File: src/rtl/stage4_mem.sv
// stage4_mem: MEM pipeline stage with a stalling data-memory handshake, timeout and MEM/WB register.
// Defining STAGE4_MEM_SUBWORD_EN adds byte/half accesses via mem_size and mem_sign.
module stage4_mem #(
  parameter int unsigned DM_TIMEOUT = 255
) (
  input  logic        clk,
  input  logic        rst_n,
  input  logic        ex_valid,
  input  logic        regwrite,
  input  logic        memtoreg,
  input  logic        memread,
  input  logic        memwrite,
  input  logic [31:0] alurslt,
  input  logic [31:0] data2,
  input  logic [4:0]  wrreg,
`ifdef STAGE4_MEM_SUBWORD_EN
  input  logic [1:0]  mem_size,
  input  logic        mem_sign,
`endif
  output logic        dm_req,
  output logic        dm_we,
  output logic [31:0] dm_addr,
  output logic [31:0] dm_wdata,
  output logic [3:0]  dm_be,
  input  logic        dm_ack,
  input  logic [31:0] dm_rdata,
  output logic        wb_valid,
  output logic        regwrite_out,
  output logic        memtoreg_out,
  output logic [31:0] rdata_out,
  output logic [31:0] alurslt_out,
  output logic [4:0]  wrreg_out,
  output logic        stall,
  output logic        misalign_err,
  output logic        bus_err
);

  localparam logic [7:0] TIMEOUT_LIM = 8'(DM_TIMEOUT);
  localparam logic [1:0] SZ_BYTE     = 2'b00;
  localparam logic [1:0] SZ_HALF     = 2'b01;

  typedef enum logic {IDLE, WAIT} state_t;

  state_t      state_q, state_d;
  logic [7:0]  cnt_q, cnt_d;

  logic        lat_we_q, lat_we_d;
  logic [31:0] lat_addr_q, lat_addr_d;
  logic [31:0] lat_wdata_q, lat_wdata_d;
  logic [3:0]  lat_be_q, lat_be_d;
  logic        lat_regwrite_q, lat_regwrite_d;
  logic        lat_memtoreg_q, lat_memtoreg_d;
  logic [4:0]  lat_wrreg_q, lat_wrreg_d;
  logic [1:0]  lat_size_q, lat_size_d;
  logic        lat_sign_q, lat_sign_d;

  logic        wb_valid_q, wb_valid_d;
  logic        regwrite_out_q, regwrite_out_d;
  logic        memtoreg_out_q, memtoreg_out_d;
  logic [31:0] rdata_out_q, rdata_out_d;
  logic [31:0] alurslt_out_q, alurslt_out_d;
  logic [4:0]  wrreg_out_q, wrreg_out_d;
  logic        misalign_q, misalign_d;
  logic        bus_err_q, bus_err_d;

  logic [1:0]  size_c;
  logic        sign_c;
  logic        aligned_c;
  logic [3:0]  be_c;
  logic [31:0] wdata_c;
  logic [15:0] lane_c;
  logic [31:0] rdata_ext_c;
  logic        req_c, stall_c;

`ifdef STAGE4_MEM_SUBWORD_EN
  assign size_c = mem_size;
  assign sign_c = mem_sign;
`else
  assign size_c = 2'b10;
  assign sign_c = 1'b0;
`endif

  // Lane enables, store replication and alignment for the incoming EX/MEM op
  always_comb begin
    aligned_c = (alurslt[1:0] == 2'b00);
    be_c      = 4'hF;
    wdata_c   = data2;
    case (size_c)
      SZ_BYTE: begin
        aligned_c = 1'b1;
        be_c      = 4'b0001 << alurslt[1:0];
        wdata_c   = {4{data2[7:0]}};
      end
      SZ_HALF: begin
        aligned_c = ~alurslt[0];
        be_c      = alurslt[1] ? 4'b1100 : 4'b0011;
        wdata_c   = {2{data2[15:0]}};
      end
      default: ;
    endcase
  end

  // Load extraction uses the latched address/size since the op has left EX/MEM
  always_comb begin
    lane_c      = 16'(dm_rdata >> {lat_addr_q[1:0], 3'b000});
    rdata_ext_c = dm_rdata;
    case (lat_size_q)
      SZ_BYTE: rdata_ext_c = {{24{lat_sign_q & lane_c[7]}}, lane_c[7:0]};
      SZ_HALF: rdata_ext_c = {{16{lat_sign_q & lane_c[15]}}, lane_c[15:0]};
      default: ;
    endcase
  end

  always_comb begin
    state_d        = state_q;
    cnt_d          = cnt_q;
    lat_we_d       = lat_we_q;
    lat_addr_d     = lat_addr_q;
    lat_wdata_d    = lat_wdata_q;
    lat_be_d       = lat_be_q;
    lat_regwrite_d = lat_regwrite_q;
    lat_memtoreg_d = lat_memtoreg_q;
    lat_wrreg_d    = lat_wrreg_q;
    lat_size_d     = lat_size_q;
    lat_sign_d     = lat_sign_q;
    wb_valid_d     = 1'b0;
    regwrite_out_d = 1'b0;
    memtoreg_out_d = 1'b0;
    rdata_out_d    = '0;
    alurslt_out_d  = '0;
    wrreg_out_d    = '0;
    misalign_d     = 1'b0;
    bus_err_d      = bus_err_q;
    req_c          = 1'b0;
    stall_c        = 1'b0;
    dm_we          = memwrite;
    dm_addr        = alurslt;
    dm_wdata       = wdata_c;
    dm_be          = be_c;

    case (state_q)
      IDLE: begin
        if (ex_valid) begin
          if (!(memread || memwrite)) begin
            wb_valid_d     = 1'b1;
            regwrite_out_d = regwrite;
            memtoreg_out_d = memtoreg;
            alurslt_out_d  = alurslt;
            wrreg_out_d    = wrreg;
          end else if (aligned_c) begin
            req_c          = 1'b1;
            stall_c        = 1'b1;
            state_d        = WAIT;
            cnt_d          = '0;
            lat_we_d       = memwrite;
            lat_addr_d     = alurslt;
            lat_wdata_d    = wdata_c;
            lat_be_d       = be_c;
            lat_regwrite_d = regwrite & ~memwrite;
            lat_memtoreg_d = memtoreg;
            lat_wrreg_d    = wrreg;
            lat_size_d     = size_c;
            lat_sign_d     = sign_c;
          end else begin
            misalign_d = 1'b1;
          end
        end
      end
      WAIT: begin
        req_c    = 1'b1;
        dm_we    = lat_we_q;
        dm_addr  = lat_addr_q;
        dm_wdata = lat_wdata_q;
        dm_be    = lat_be_q;
        if (dm_ack) begin
          state_d        = IDLE;
          wb_valid_d     = 1'b1;
          regwrite_out_d = lat_regwrite_q;
          memtoreg_out_d = lat_memtoreg_q;
          rdata_out_d    = rdata_ext_c;
          alurslt_out_d  = lat_addr_q;
          wrreg_out_d    = lat_wrreg_q;
        end else begin
          stall_c = 1'b1;
          cnt_d   = cnt_q + 8'd1;
          // Counter reaches the limit on this edge: abandon; ack above takes priority
          if (cnt_q + 8'd1 == TIMEOUT_LIM) begin
            state_d   = IDLE;
            bus_err_d = 1'b1;
          end
        end
      end
    endcase
  end

  // Reset must silence the handshake immediately, not only at the next edge
  assign dm_req = req_c & rst_n;
  assign stall  = stall_c & rst_n;

  always_ff @(posedge clk or negedge rst_n) begin
    if (!rst_n) begin
      state_q        <= IDLE;
      cnt_q          <= '0;
      lat_we_q       <= 1'b0;
      lat_addr_q     <= '0;
      lat_wdata_q    <= '0;
      lat_be_q       <= '0;
      lat_regwrite_q <= 1'b0;
      lat_memtoreg_q <= 1'b0;
      lat_wrreg_q    <= '0;
      lat_size_q     <= '0;
      lat_sign_q     <= 1'b0;
      wb_valid_q     <= 1'b0;
      regwrite_out_q <= 1'b0;
      memtoreg_out_q <= 1'b0;
      rdata_out_q    <= '0;
      alurslt_out_q  <= '0;
      wrreg_out_q    <= '0;
      misalign_q     <= 1'b0;
      bus_err_q      <= 1'b0;
    end else begin
      state_q        <= state_d;
      cnt_q          <= cnt_d;
      lat_we_q       <= lat_we_d;
      lat_addr_q     <= lat_addr_d;
      lat_wdata_q    <= lat_wdata_d;
      lat_be_q       <= lat_be_d;
      lat_regwrite_q <= lat_regwrite_d;
      lat_memtoreg_q <= lat_memtoreg_d;
      lat_wrreg_q    <= lat_wrreg_d;
      lat_size_q     <= lat_size_d;
      lat_sign_q     <= lat_sign_d;
      wb_valid_q     <= wb_valid_d;
      regwrite_out_q <= regwrite_out_d;
      memtoreg_out_q <= memtoreg_out_d;
      rdata_out_q    <= rdata_out_d;
      alurslt_out_q  <= alurslt_out_d;
      wrreg_out_q    <= wrreg_out_d;
      misalign_q     <= misalign_d;
      bus_err_q      <= bus_err_d;
    end
  end

  assign wb_valid     = wb_valid_q;
  assign regwrite_out = regwrite_out_q;
  assign memtoreg_out = memtoreg_out_q;
  assign rdata_out    = rdata_out_q;
  assign alurslt_out  = alurslt_out_q;
  assign wrreg_out    = wrreg_out_q;
  assign misalign_err = misalign_q;
  assign bus_err      = bus_err_q;

endmodule

File: config.mk
export PLATFORM = sky130hd
export DESIGN_NAME = stage4_mem
export DESIGN_NICKNAME = d
export VERILOG_FILES = /design/src/rtl/stage4_mem.sv
export SDC_FILE = /design/constraint.sdc
export NUM_CORES = 1
export LEC_CHECK = 0
export CORE_UTILIZATION = 45
export CTS_BUF_LIST = sky130_fd_sc_hd__clkbuf_16
export CTS_CLUSTER_SIZE = 14
export DETAILED_ROUTE_END_ITERATION = 8
export HOLD_SLACK_MARGIN = 0.15
export PLACE_DENSITY = 0.81
export RECOVER_POWER = 25
export SLEW_MARGIN = 10
export SYNTH_ARGS = -nofsm -noshare
export SYNTH_HDL_FRONTEND = slang
export SYNTH_SLANG_ARGS = --single-unit
File: constraint.sdc
create_clock -name clk -period 1.86 [get_ports clk]
set_clock_uncertainty 0.1 [all_clocks]
set_input_delay 0.279 -clock clk [delete_from_list [all_inputs] [get_ports clk]]
set_output_delay 0.279 -clock clk [all_outputs]
set_load 0.01 [all_outputs]
==> metrics, run 1 <==
maxcap violations=0; most frequent cell after synthesis=dfrtp_1; Global Route Usage Sum=26.0%; slowest CP cell=dfrtp_2; max-slew violation count=0; CTS Root Cell=clkbuf_16; Worst setup EP type=output port; most common flop cell mapped by yosys=dfrtp_1; gr busiest metal=met2; Cell variety after synth=42; ranking of synthesized cells by area=dfrtp_1, mux2_2, a22o_1, and3_1, o221a_2; pwr dens=823 nW/um^2; clk slew on worst S/H paths=0.06 ns; Post-synth ARST share=100%; gpl congestion=0.882; Max stage delay on crit path=0.46 ns; chip width=125 um; I/O Pins=254; biggest area consumer among synthesized cells=dfrtp_1; pre-CTS setup slack=-0.312 ns; setup violators final=142; Final WS setup=-0.285 ns; Core ar.=14,600 um^2; first-pass GRT wire length=31,300 um; GR Overflow Total=0; H-tree depth=4; Leak=5.16 nW; vias in the first global route=5,717; initial antenna violation count=0; Critical Path Fanout Max=5; final total power=9.28 mW; most used cell, CP=buf_12; Seq/Total Area, Yosys=57.2%; slew margin rel.=14.0%; met2 Use GR=46.9%; Final min period=2.14 ns; worst slew pin tran=1.29 ns; Seq cells post-synth=156; Tcrit/Tclk final=115%; Routed WL=22,000 um; CTS Buf Count=17; Post-Syn Area per Cell=13.8 um^2; global-route met3 utilization=6.38%; Yosys Warn Count=0; DR vias=5,647; Final #Nets=935; largest net degree at the start of global routing=157; Vias per Instance=5.53; n_diodes=0; Post-Syn Nets=605; number of placement rows=44; Hold Path Class=in2reg; Final ANT Viol Nets=0; Critical Path, Cell by Cell=buf_12, buf_12, clkbuf_16, mux2_4, buf_6; Max Buffers Root-to-Sink=2; Worst VDD drop=0.000583 V; failing checks=DRC, setup timing; Yosys top cell area share=57.2%; RSZ-0062 raised after global routing=true; # port buffers=253; Fmax achieved=0.466 GHz; CP arrival=1.77 ns; Residual DRC=44; WL/cell=21.5 um; number of flops mapped to enable cells by yosys=0; Detailed Routing Iterations Pass 1=9; Worst Path Required=1.48 ns; 1st-iter DRT viols=454; Sink Count=156; Hold Vio Cnt, Final=0; clock latency reported for the late side of the worst-skew pair=0.42 ns; Synth Cell Area=6830 um^2; layout cells sized above 1=42.7%; die height=125 um; Cells after Synth=494; synth-to-layout area growth=65.1%; Final HPWL DP=12,900 um; met1 usage=30.0%; Post-synth top cells=dfrtp_1, mux2_2, a22o_1; Crit Path Category=reg2out; Die Area=15,700 um^2; CTS tree=yes; outcome=complete, but fails checks; Startpoint Class=flip-flop; Initial Util=46.6%
==> stage by stage <==
step,area (um^2),setup TNS [ns],hold slack (ns),util [%],instances
finish,11300,-21.27,0.383,77.0,1021
global route,11300,-40.34,0.388,77.0,1021
CTS,10800,-14.51,0.372,74.0,1000
detailed placement,9980,-21.62,0.353,68.1,953
global placement,9980,-17.20,0.346,68.1,953
floorplan,6830,0,-0.117,-,494
==> power breakdown <==
group | internal (mW) | switching, mW | leakage (nW)
Combinational | 1.34 | 0.815 | 2.89
Sequential | 3.81 | 0.268 | 2.01
Clock | 1.67 | 1.37 | 0.258
Total | 6.82 | 2.45 | 5.16
==> registers in the layout, indices dropped and copies added, names as in the netlist <==
signal and cells:
lat_regwrite_q 1, lat_wrreg_q 5, misalign_err 1, bus_err 1
lat_addr_q 32, memtoreg_out 1, alurslt_out 32, lat_size_q 1
lat_memtoreg_q 1, wb_valid 1, lat_we_q 1, state_q 1
wrreg_out 5, rdata_out 32, lat_wdata_q 32, regwrite_out 1
cnt_q 8
==> final cells by class <==
cell class	instances	area [um^2]
fill	878	3370
sequential	156	3910
clock inverter	15	86.3
tap	184	230
inverter	2	7.51
multi-input combinational	297	2900
timing repair buffer	350	3720
clock buffer	17	425
==> critical path: cells and delay by family, from the launching register on <==
| family | cells | cell delay (ns) |
|---|---|---|
| muxes | 1 | 0.32 |
| DFF | 1 | 0.46 |
| buffers and inverters | 4 | 0.56 |
==> placed cells by master (no fill, tap or decap), types with 11 or more instances in the layout <==
cell,Yosys,routed
and3_1,25,25
mux2_2,131,102
mux2_4,0,32
a22o_1,39,39
buf_6,5,60
clkdlybuf4s50_1,0,181
o21ai_0,13,11
buf_4,4,56
clkbuf_16,0,27
buf_12,0,17
buf_2,16,19
dfrtp_1,156,155
==> final timing paths <==
check	start	to	slack (ns)	cells past startpoint
worst max-delay path	state_q	dm_addr[23]	-0.28	5
worst min-delay path	dm_rdata[29]	rdata_out[29]	0.38	2
worst max register to register	state_q	lat_wdata_q[24]	-0.14	7
worst min register to register	bus_err	bus_err	0.40	1
max in group asynchronous	rst_n	state_q	-0.03	3
min in group asynchronous	rst_n	lat_wdata_q[6]	0.65	3
==> repair_timing <==
item,CTS,global route
setup buffers,10,12
hold buffers,1,0
gates cloned,5,15
resized for setup,374,34
setup endpoints to repair,71,175
hold endpoints to repair,156,0
pin swaps,1,3
==> per-layer routing <==
layer	share of wire (%)	vias up
met4	2.2	0
met2	52	253
li1	-	2484
met5	0	-
met1	39	2874
met3	6.7	36
==> kinds of logic (layout without fill, tap and decap cells) <==
kind of cell,after synthesis,count (layout),share of synthesized area [%]
flops,156,156,57.2
fa+ha+maj,2,2,0.366
simple gates,71,72,6.43
mux,142,142,23.3
buf+inv,42,384,3.37
compound gates,81,81,9.40
No activity file was read; power rests on OpenSTA's default activity.
==> run 2, diff against run 1 <==
==> constraint.sdc (replaced) <==
create_clock -name clk -period 2.26 [get_ports clk]
set_clock_uncertainty 0.1 [all_clocks]
set_input_delay 0.339 -clock clk [delete_from_list [all_inputs] [get_ports clk]]
set_output_delay 0.339 -clock clk [all_outputs]
set_load 0.01 [all_outputs]
==> run 2 against run 1 <==
Net effect:
- the run ends with DRC left
- core utilization fell by 6.8 points
- non-clock buffer count fell by 68
- first-iteration DRC count fell by 13%
- global-route usage fell by 1.8 points
- register-to-register slack improved by 0.49 ns
- sequential power fell by 18%
- largest cell class unchanged
==> metrics, run 2 (synthesis gave the netlist of run 1 again) <==
vias in the first global route=5,402; chip width=125 um; highest routed layer=met4; worst slew pin tran=1.41 ns; die height=125 um; CTS Root Cell=clkbuf_16; Final min period=2.21 ns; Hold Path Sink=bus_err; Initial Util=46.6%; commonest non-fill, non-tap cell in the layout=clkdlybuf4s50_1; Worst VDD drop=0.000496 V; Reg2Reg Depth=7; Leak=4.56 nW; Switching Fraction=24.6%; outcome=complete, but fails checks; Worst path top cell family by delay=buffers and inverters; Sink Count=156; met2 wire length=9720 um; largest net degree at the start of global routing=157; Residual DRC=42; DR vias=5,163; CTS Buf Count=17; Setup TNS=0 ns; CP arrival=1.77 ns; failing checks=DRC; Worst Path Required=1.82 ns; WL/cell=19.7 um; Metal-1 WL=7260 um; maxcap violations=0; Max stage delay on crit path=0.45 ns; Seq pwr share=44.3%; I/O Pins=254; Critical Path Fanout Max=25; n_diodes=0; FF-to-FF Start=state_q; Met3 Wirelength=1320 um; setup violators final=0; Hold Vio Cnt, Final=0; dpl cells=914; Routed WL=18,700 um; RSZ-0062 raised after global routing=false; Final HPWL DP=12,700 um; Vias per Instance=5.42; pwr dens=733 nW/um^2; initial antenna violation count=0; Detailed Routing Iterations Pass 1=9; Startpoint Class=flip-flop; slew margin rel.=6.32%; R2R setup slack=0.35 ns; Final #Nets=866; area post-placement=9670 um^2; Fmax achieved=0.453 GHz; # port buffers=253; first-pass GRT wire length=28,900 um; clock latency reported for the late side of the worst-skew pair=0.42 ns; synth-to-layout area growth=50.4%; Non-Filler Instances=952; HP Start=bus_err; 1st-iter DRT viols=397; Min-Delay Path Depth=1; CTS tree=yes; slowest CP cell=dfrtp_2; layout cells sized above 1=27.5%; Final ANT Viol Nets=0; Die Area=15,700 um^2; Core ar.=14,600 um^2; Combinational Power Share=18.4%; Max Buffers Root-to-Sink=2; H-tree depth=4; Crit Path Category=reg2out; Critical Path, Cell by Cell=buf_12, mux2_2, dlygate4sd2_1; Psw=1.85 mW; most frequent cells in the layout=clkdlybuf4s50_1, dfrtp_1, mux2_2; Hold Path Class=reg2reg; fillers=1,042; Clock Power Share=37.2%; GR Overflow Total=0; gpl congestion=0.891; Worst setup EP type=output port; CP bufs+invs=2; final cell area excluding filler cells=10,300 um^2; max-slew violation count=0; internal power=5.68 mW; Tcrit/Tclk final=97.6%; number of placement rows=44; Worst R2R End=lat_wdata_q[23]; clk slew on worst S/H paths=0.06 ns; Global Route Usage Sum=24.2%
## run 2: worst max-delay path by stage
stage                     startpoint      endpoint  slack (ns)  cells past startpoint
final                        state_q   dm_addr[11]        0.05                      3
after global routing         state_q   dm_wdata[2]       0.003                      4
after CTS                    state_q         stall       -0.05                      6
after detailed placement  alurslt[1]         stall       -0.20                      6
after global placement    alurslt[1]         stall       -0.20                      6
after floorplan              state_q  dm_wdata[10]        0.60                      4
## run 2: timing repair
item                                   4_1_cts  5_1_grt
buffers inserted                             4        0
setup endpoints to repair                   71       26
hold buffers                                 1        0
gates resized for setup                     86        4
gates cloned                                 2        0
endpoints found under the hold margin      156        0
## run 2: cell type report
cell class / count / area [um^2] / area share [%]
sequential: 156 / 3910 / 38.0
clock inverter: 15 / 158 / 1.53
tap: 184 / 230 / 2.24
inverter: 2 / 7.51 / 0.0731
timing repair buffer: 282 / 2820 / 27.4
clock buffer: 17 / 425 / 4.14
multi-input combinational: 296 / 2730 / 26.6
## run 2: metal layers
metal	track usage (%)	vias to the layer above
met2	43.4	209
li1	-	2335
met1	27.5	2592
met3	6.50	27
met5	0	-
met4	9.11	0
## run 2: metrics by stage
stage / hold WS, ns / power (mW) / worst slack, ns / utilization, %
finish: 0.367 / 7.53 / 0.0535 / 70.2
global route: 0.393 / 7.86 / 0.00338 / 70.2
CTS: 0.369 / 7.61 / -0.0466 / 70.4
detailed placement: 0.351 / 4.84 / -0.205 / 66.0
global placement: 0.347 / 4.77 / -0.200 / 66.0
floorplan: -0.0566 / 4.00 / 0.597 / -
## run 2: power groups by stage
stage,logic [mW],registers (mW),clock network [mW]
finish,1.39,3.34,2.80
global route,1.48,3.38,3.00
CTS,1.41,3.34,2.86
detailed placement,1.46,3.38,0
global placement,1.42,3.35,0
floorplan,0.651,3.35,0
